===== config.mk =====
export PLATFORM = sky130hd
export DESIGN_NAME = avalon_gpio_port
export DESIGN_NICKNAME = d
export VERILOG_FILES = /design/src/rtl/gpio_port_pkg.sv /design/src/rtl/gpio_port_sync.sv /design/src/rtl/avalon_gpio_port.sv
export SDC_FILE = /design/constraint.sdc
export NUM_CORES = 1
export LEC_CHECK = 0
export CORE_MARGIN = 2
export CORE_UTILIZATION = 47
export CTS_CLUSTER_SIZE = 8
export DETAILED_ROUTE_END_ITERATION = 8
export PLACE_DENSITY = 0.8
export SLEW_MARGIN = 20
export SYNTH_ARGS = -nofsm -noshare
export SYNTH_HDL_FRONTEND = slang
export SYNTH_HIERARCHICAL = 1
export SYNTH_SLANG_ARGS = --single-unit
export TNS_END_PERCENT = 1

===== constraint.sdc =====
create_clock -name clk -period 1.6 [get_ports clk]
set_input_delay 0.32 -clock clk [delete_from_list [all_inputs] [get_ports clk]]
set_output_delay 0.32 -clock clk [all_outputs]
set_load 0.01 [all_outputs]

===== src/rtl/gpio_port_pkg.sv =====
// Shared register map, bus widths and parameter legality checks for the Avalon GPIO port.
package gpio_port_pkg;

    localparam int unsigned ADDR_W = 3;
    localparam int unsigned DATA_W = 32;

    localparam logic [ADDR_W-1:0] REG_DIR      = 3'd0;
    localparam logic [ADDR_W-1:0] REG_PIN      = 3'd1;
    localparam logic [ADDR_W-1:0] REG_PORT     = 3'd2;
    localparam logic [ADDR_W-1:0] REG_SET      = 3'd3;
    localparam logic [ADDR_W-1:0] REG_CLR      = 3'd4;
    localparam logic [ADDR_W-1:0] REG_IRQ_MASK = 3'd5;
    localparam logic [ADDR_W-1:0] REG_EDGE_CAP = 3'd6;
    localparam logic [ADDR_W-1:0] REG_EDGE_SEL = 3'd7;

    function automatic bit width_legal(input int unsigned w);
        return (w >= 1) && (w <= DATA_W);
    endfunction

    function automatic bit sync_stages_legal(input int unsigned s);
        return (s >= 2) && (s <= 4);
    endfunction

endpackage


===== src/rtl/gpio_port_sync.sv =====
// Per-bit pin synchroniser with previous-value register and rise/fall detection.
// Edge outputs stay low until the chain has filled after reset, so pins high at reset never fire.
module gpio_port_sync
    import gpio_port_pkg::*;
#(
    parameter int unsigned WIDTH       = 8,
    parameter int unsigned SYNC_STAGES = 2
) (
    input  logic             clk,
    input  logic             reset_n,
    input  logic [WIDTH-1:0] pins,
    output logic [WIDTH-1:0] pin_sync,
    output logic [WIDTH-1:0] rise,
    output logic [WIDTH-1:0] fall
);

    localparam int unsigned PrimeCount = SYNC_STAGES + 1;
    localparam int unsigned CntW       = $clog2(PrimeCount + 1);

    // Index 0 is the stage closest to the pins.
    logic [SYNC_STAGES-1:0][WIDTH-1:0] chain_q;
    logic [WIDTH-1:0]                  prev_q;
    logic [CntW-1:0]                   prime_cnt_q;
    logic                              primed;

    assign primed = (prime_cnt_q == CntW'(PrimeCount));

    always_ff @(posedge clk or negedge reset_n) begin
        if (!reset_n) begin
            chain_q     <= '0;
            prev_q      <= '0;
            prime_cnt_q <= '0;
        end else begin
            chain_q <= {chain_q[SYNC_STAGES-2:0], pins};
            prev_q  <= chain_q[SYNC_STAGES-1];
            if (!primed) begin
                prime_cnt_q <= prime_cnt_q + CntW'(1);
            end
        end
    end

    assign pin_sync = chain_q[SYNC_STAGES-1];
    assign rise     = primed ? (pin_sync & ~prev_q) : '0;
    assign fall     = primed ? (~pin_sync & prev_q) : '0;

endmodule


===== src/rtl/avalon_gpio_port.sv =====
// Avalon-MM bidirectional GPIO port: direction/output latch, synchronised readback, edge capture.
// Define GPIO_PORT_IRQ_EN to build the IRQ_MASK register and the registered level interrupt.
module avalon_gpio_port
    import gpio_port_pkg::*;
#(
    parameter int unsigned       WIDTH       = 8,
    parameter int unsigned       SYNC_STAGES = 2,
    parameter logic [DATA_W-1:0] RESET_DIR   = '0
) (
    input  logic              clk,
    input  logic              reset_n,
    input  logic [ADDR_W-1:0] avs_address,
    input  logic              avs_read,
    input  logic              avs_write,
    input  logic [DATA_W-1:0] avs_writedata,
    output logic [DATA_W-1:0] avs_readdata,
    input  logic [WIDTH-1:0]  port_i,
    output logic [WIDTH-1:0]  port_o,
    output logic [WIDTH-1:0]  port_oe,
    output logic              irq
);

    if (!width_legal(WIDTH) || !sync_stages_legal(SYNC_STAGES)) begin : g_param_check
        $error("avalon_gpio_port: WIDTH must be 1..32 and SYNC_STAGES 2..4");
    end

    logic [WIDTH-1:0]  dir_q, dir_d;
    logic [WIDTH-1:0]  port_q, port_d;
    logic [WIDTH-1:0]  sel_q, sel_d;
    logic [WIDTH-1:0]  cap_q, cap_d;
    logic [WIDTH-1:0]  w1c;
    logic [WIDTH-1:0]  wd;
    logic [WIDTH-1:0]  pin_sync, rise, fall, edges;
    logic [WIDTH-1:0]  mask_rd;
    logic [DATA_W-1:0] rdata_q, rdata_d, rd_word;
    logic              unused_wdata;

    assign wd           = avs_writedata[WIDTH-1:0];
    assign unused_wdata = ^avs_writedata;

    gpio_port_sync #(
        .WIDTH       (WIDTH),
        .SYNC_STAGES (SYNC_STAGES)
    ) u_sync (
        .clk      (clk),
        .reset_n  (reset_n),
        .pins     (port_i),
        .pin_sync (pin_sync),
        .rise     (rise),
        .fall     (fall)
    );

    assign edges = (rise & ~sel_q) | (fall & sel_q);

    always_comb begin
        dir_d  = dir_q;
        port_d = port_q;
        sel_d  = sel_q;
        w1c    = '0;
        if (avs_write) begin
            case (avs_address)
                REG_DIR:      dir_d  = wd;
                REG_PORT:     port_d = wd;
                REG_SET:      port_d = port_q | wd;
                REG_CLR:      port_d = port_q & ~wd;
                REG_EDGE_CAP: w1c    = wd;
                REG_EDGE_SEL: sel_d  = wd;
                default:      ;
            endcase
        end
        // Set-dominant: a fresh edge wins over a simultaneous clear.
        cap_d = (cap_q & ~w1c) | edges;
    end

    // Readback uses current register values, so a same-cycle write is not yet visible.
    always_comb begin
        rd_word = '0;
        case (avs_address)
            REG_DIR:      rd_word[WIDTH-1:0] = dir_q;
            REG_PIN:      rd_word[WIDTH-1:0] = pin_sync;
            REG_PORT:     rd_word[WIDTH-1:0] = port_q;
            REG_IRQ_MASK: rd_word[WIDTH-1:0] = mask_rd;
            REG_EDGE_CAP: rd_word[WIDTH-1:0] = cap_q;
            REG_EDGE_SEL: rd_word[WIDTH-1:0] = sel_q;
            default:      rd_word            = '0;
        endcase
        rdata_d = avs_read ? rd_word : rdata_q;
    end

    always_ff @(posedge clk or negedge reset_n) begin
        if (!reset_n) begin
            dir_q   <= RESET_DIR[WIDTH-1:0];
            port_q  <= '0;
            sel_q   <= '0;
            cap_q   <= '0;
            rdata_q <= '0;
        end else begin
            dir_q   <= dir_d;
            port_q  <= port_d;
            sel_q   <= sel_d;
            cap_q   <= cap_d;
            rdata_q <= rdata_d;
        end
    end

`ifdef GPIO_PORT_IRQ_EN
    logic [WIDTH-1:0] mask_q, mask_d;
    logic             irq_q;

    always_comb begin
        mask_d = mask_q;
        if (avs_write && (avs_address == REG_IRQ_MASK)) begin
            mask_d = wd;
        end
    end

    always_ff @(posedge clk or negedge reset_n) begin
        if (!reset_n) begin
            mask_q <= '0;
            irq_q  <= 1'b0;
        end else begin
            mask_q <= mask_d;
            irq_q  <= |(cap_q & mask_q);
        end
    end

    assign mask_rd = mask_q;
    assign irq     = irq_q;
`else
    assign mask_rd = '0;
    assign irq     = 1'b0;
`endif

    assign avs_readdata = rdata_q;
    assign port_o       = port_q;
    assign port_oe      = dir_q;

endmodule


==> results.json <==
{
  "fmax_mhz": 647,
  "r2r_cells": 4,
  "grt_use_total_pct": 17.4,
  "cp_cell_sequence": "clkdlybuf4s50_1",
  "wl_per_cell_um": 14.1,
  "synthXorXnorAreaFrac_pct": 0.281,
  "ys_types": 33,
  "seqPwrFrac_pct": 51.0,
  "synthFlopType": "dfrtp_1",
  "setup_violations": 0,
  "crit_required_ps": 1280,
  "period_share_pct": 96.7,
  "post-place-ws_ps": -325,
  "final_nets": 381,
  "synth_fa_ha_area_share_pct": 0.802,
  "post_cts_buffers": 0,
  "cts-hold-fix-buffers": 0,
  "port-buffer-count": 46,
  "hold_class": "input port to async pin",
  "hpwl_um": 4270,
  "power_density_nw_per_um2": 1030,
  "synth_top_area_cell": "dfrtp_1",
  "cp.depth": 1,
  "slew_viol_final": 0,
  "numClockSinks": 66,
  "synth-edff-count": 0,
  "startpoint_type": "flop",
  "hold_viol": 14,
  "critical_path_arrival_ps": 1230,
  "fin_ws_ps": 53.4,
  "vias_per_cell": 5.13,
  "worstSetupPathType": "flop to primary output",
  "intPower_mw": 2.85,
  "cts_tree": "done",
  "tns_ps": 0,
  "syn_area_um2": 3120,
  "leakagePower_nw": 1.86,
  "clockBufferDepth": 2,
  "synthMuxAreaShare_pct": 8.10,
  "maxCapViolations": 0,
  "swShare_pct": 27.9,
  "die_y_um": 85.5,
  "synth_top_area_share_pct": 52.9,
  "dieArea_um2": 7300,
  "ir_drop_v": 0.000543,
  "drcViolationCount": 0,
  "finClkSkew_ps": 6.57,
  "outcome": "complete, but fails checks",
  "clkPwrFrac_pct": 29.5,
  "yosysSeqAreaShare_pct": 52.9,
  "p_sw_mw": 1.10,
  "p_comb_share_pct": 19.5,
  "violations": "hold timing",
  "ctsRootBufferMaster": "clkbuf_8",
  "fp-row-count": 29,
  "drt_first_iter_violations": 114,
  "hold_slack_ps": -13.3,
  "io_pins": 96,
  "n_fill_cell": 527,
  "cp_top_family": "buffers and inverters",
  "via_count": 2122,
  "cpMaxStageDelayCell": "clkdlybuf4s50_1",
  "grt_pass1_wl_um": 9740,
  "grt_max_degree": 67,
  "yosysMostFrequentCell": "dfrtp_1",
  "wirelength_um": 5840,
  "syn_area_per_cell_um2": 11.4,
  "grt_antenna_before_repair": 0,
  "gp_congestion": 0.801,
  "yosysWarnings": 6,
  "synth_compound_area_share_pct": 11.6,
  "fp.dieW_um": 85.5,
  "total_power_mw": 3.95,
  "grt_remaining_overflow": 0,
  "yosys-top-cells-count": "dfrtp_1, buf_4, nand2_1, o21ai_0, mux2i_1",
  "synth-simple-area-share_pct": 15.2,
  "max_stage_delay_ps": 540,
  "clk_latency_ps": 340,
  "cp-end-kind": "primary output",
  "cts-buffers-inserted": 9,
  "stdcell_count": 414,
  "clkTransAtPathRegs_ps": 60,
  "dp_cells": 398,
  "async_flop_share_pct": 100,
  "syn2layout_area_growth_pct": 23.2,
  "synth_cells": 273,
  "synth_top_family_by_area": "simple AND/OR/NAND/NOR gates",
  "worstPathMaxFanout": 3,
  "h-tree-depth": 3,
  "start_util_pct": 48.8,
  "yosys-top-cells-area": "dfrtp_1, buf_4, mux2i_1, mux2_2, nand2_1",
  "path_buf_inv": 1,
  "drive_gt1_share_pct": 17.5,
  "min_period_ps": 1550,
  "synth-seq-cells": 66,
  "num_antenna_cells": 0,
  "rsz0062_at_grt": "false",
  "grt_pass1_vias": 2065,
  "postRouteAntennaNets": 0,
  "core_um2": 6390,
  "firstDrtPassIters": 4
}
## path summary, 6_finish.rpt
kind	to	slack, ps	start
setup / recovery	port_oe[6]	50	port_oe[6]
hold / removal	port_oe[6]	-10	reset_n
setup reg to reg	cap_q[7]	180	u_sync/prime_cnt_q[0]
hold reg to reg	u_sync/pin_sync[4]	350	u_sync/chain_q[4]
max in group asynchronous	avs_readdata[6]	1340	reset_n
min in group clk	u_sync/pin_sync[4]	350	u_sync/chain_q[4]
## power by group through the flow
stage	clock network (mW)	registers, mW	logic [mW]
after floorplan	0	2.06	0.393
after detailed placement	0	2.04	0.799
final	1.16	2.01	0.769
after global placement	0	2.03	0.778
after CTS	1.20	2.01	0.786
after global routing	1.26	2.04	0.845
## flip-flops by register name, summed over array words and instances, names as in the netlist
name / count
u_sync/chain_q: 8
sel_q: 8
avs_readdata: 8
port_oe: 8
port_o: 8
u_sync/prev_q: 8
cap_q: 8
u_sync/prime_cnt_q: 2
u_sync/pin_sync: 8
## cell usage in the layout (no fill, tap or decap), drive strengths merged, types with 2 or more instances in the layout
| master | count |
|---|---|
| nor2b | 8 |
| dlymetal6s2s | 10 |
| buf | 20 |
| and3b | 16 |
| o221ai | 7 |
| a22o | 8 |
| mux2 | 10 |
| a221o | 8 |
| mux2i | 14 |
| inv | 9 |
| clkdlybuf4s50 | 30 |
| nand2b | 10 |
| a21oi | 7 |
| clkinv | 4 |
| dlygate4sd2 | 5 |
| dfrtp | 66 |
| clkbuf | 11 |
| nand2 | 29 |
| ha | 2 |
| conb | 25 |
| nor2 | 13 |
| o21ai | 16 |
## cells by family after synthesis
group / count (synthesis)
AOI/OAI and AO/OA: 50
muxes: 24
buffers and inverters: 50
other: 1
and+or+nand+nor: 79
adders and majority gates: 2
DFF: 66
xor gates and xnor gates: 1
## per-stage QoR
stage | util (%) | area, µm²
floorplan | - | 3210
global placement | 57.1 | 3650
detailed placement | 57.1 | 3650
CTS | 59.6 | 3800
global route | 60.2 | 3840
finish | 60.2 | 3840
## cell type report
class,instances,area (µm²),share of cell area [%]
multi-input cells,181,1230,32.1
flip-flops and latches,66,1650,43.0
repair buffers,65,667,17.4
clock buffers,11,131,3.42
clock inverters,5,31.3,0.814
inverters,9,33.8,0.879
well taps,77,96.3,2.51
## repair_timing
action                                  in CTS  in global routing
resized for setup                            5                 13
pin swaps                                    0                  0
hold endpoints to repair                     0                  0
endpoints found under the setup margin       5                 28
## layer usage
metal,part of all wire (%),vias to the layer above,GRT usage (%),wire length (µm)
li1,-,1016,-,-
met1,44,1028,22.6,2580
met2,49,65,27.6,2870
met3,4.5,13,3.31,265
met4,2.2,0,9.09,129
met5,0,-,0,0
(Power assumes the default switching activity.)
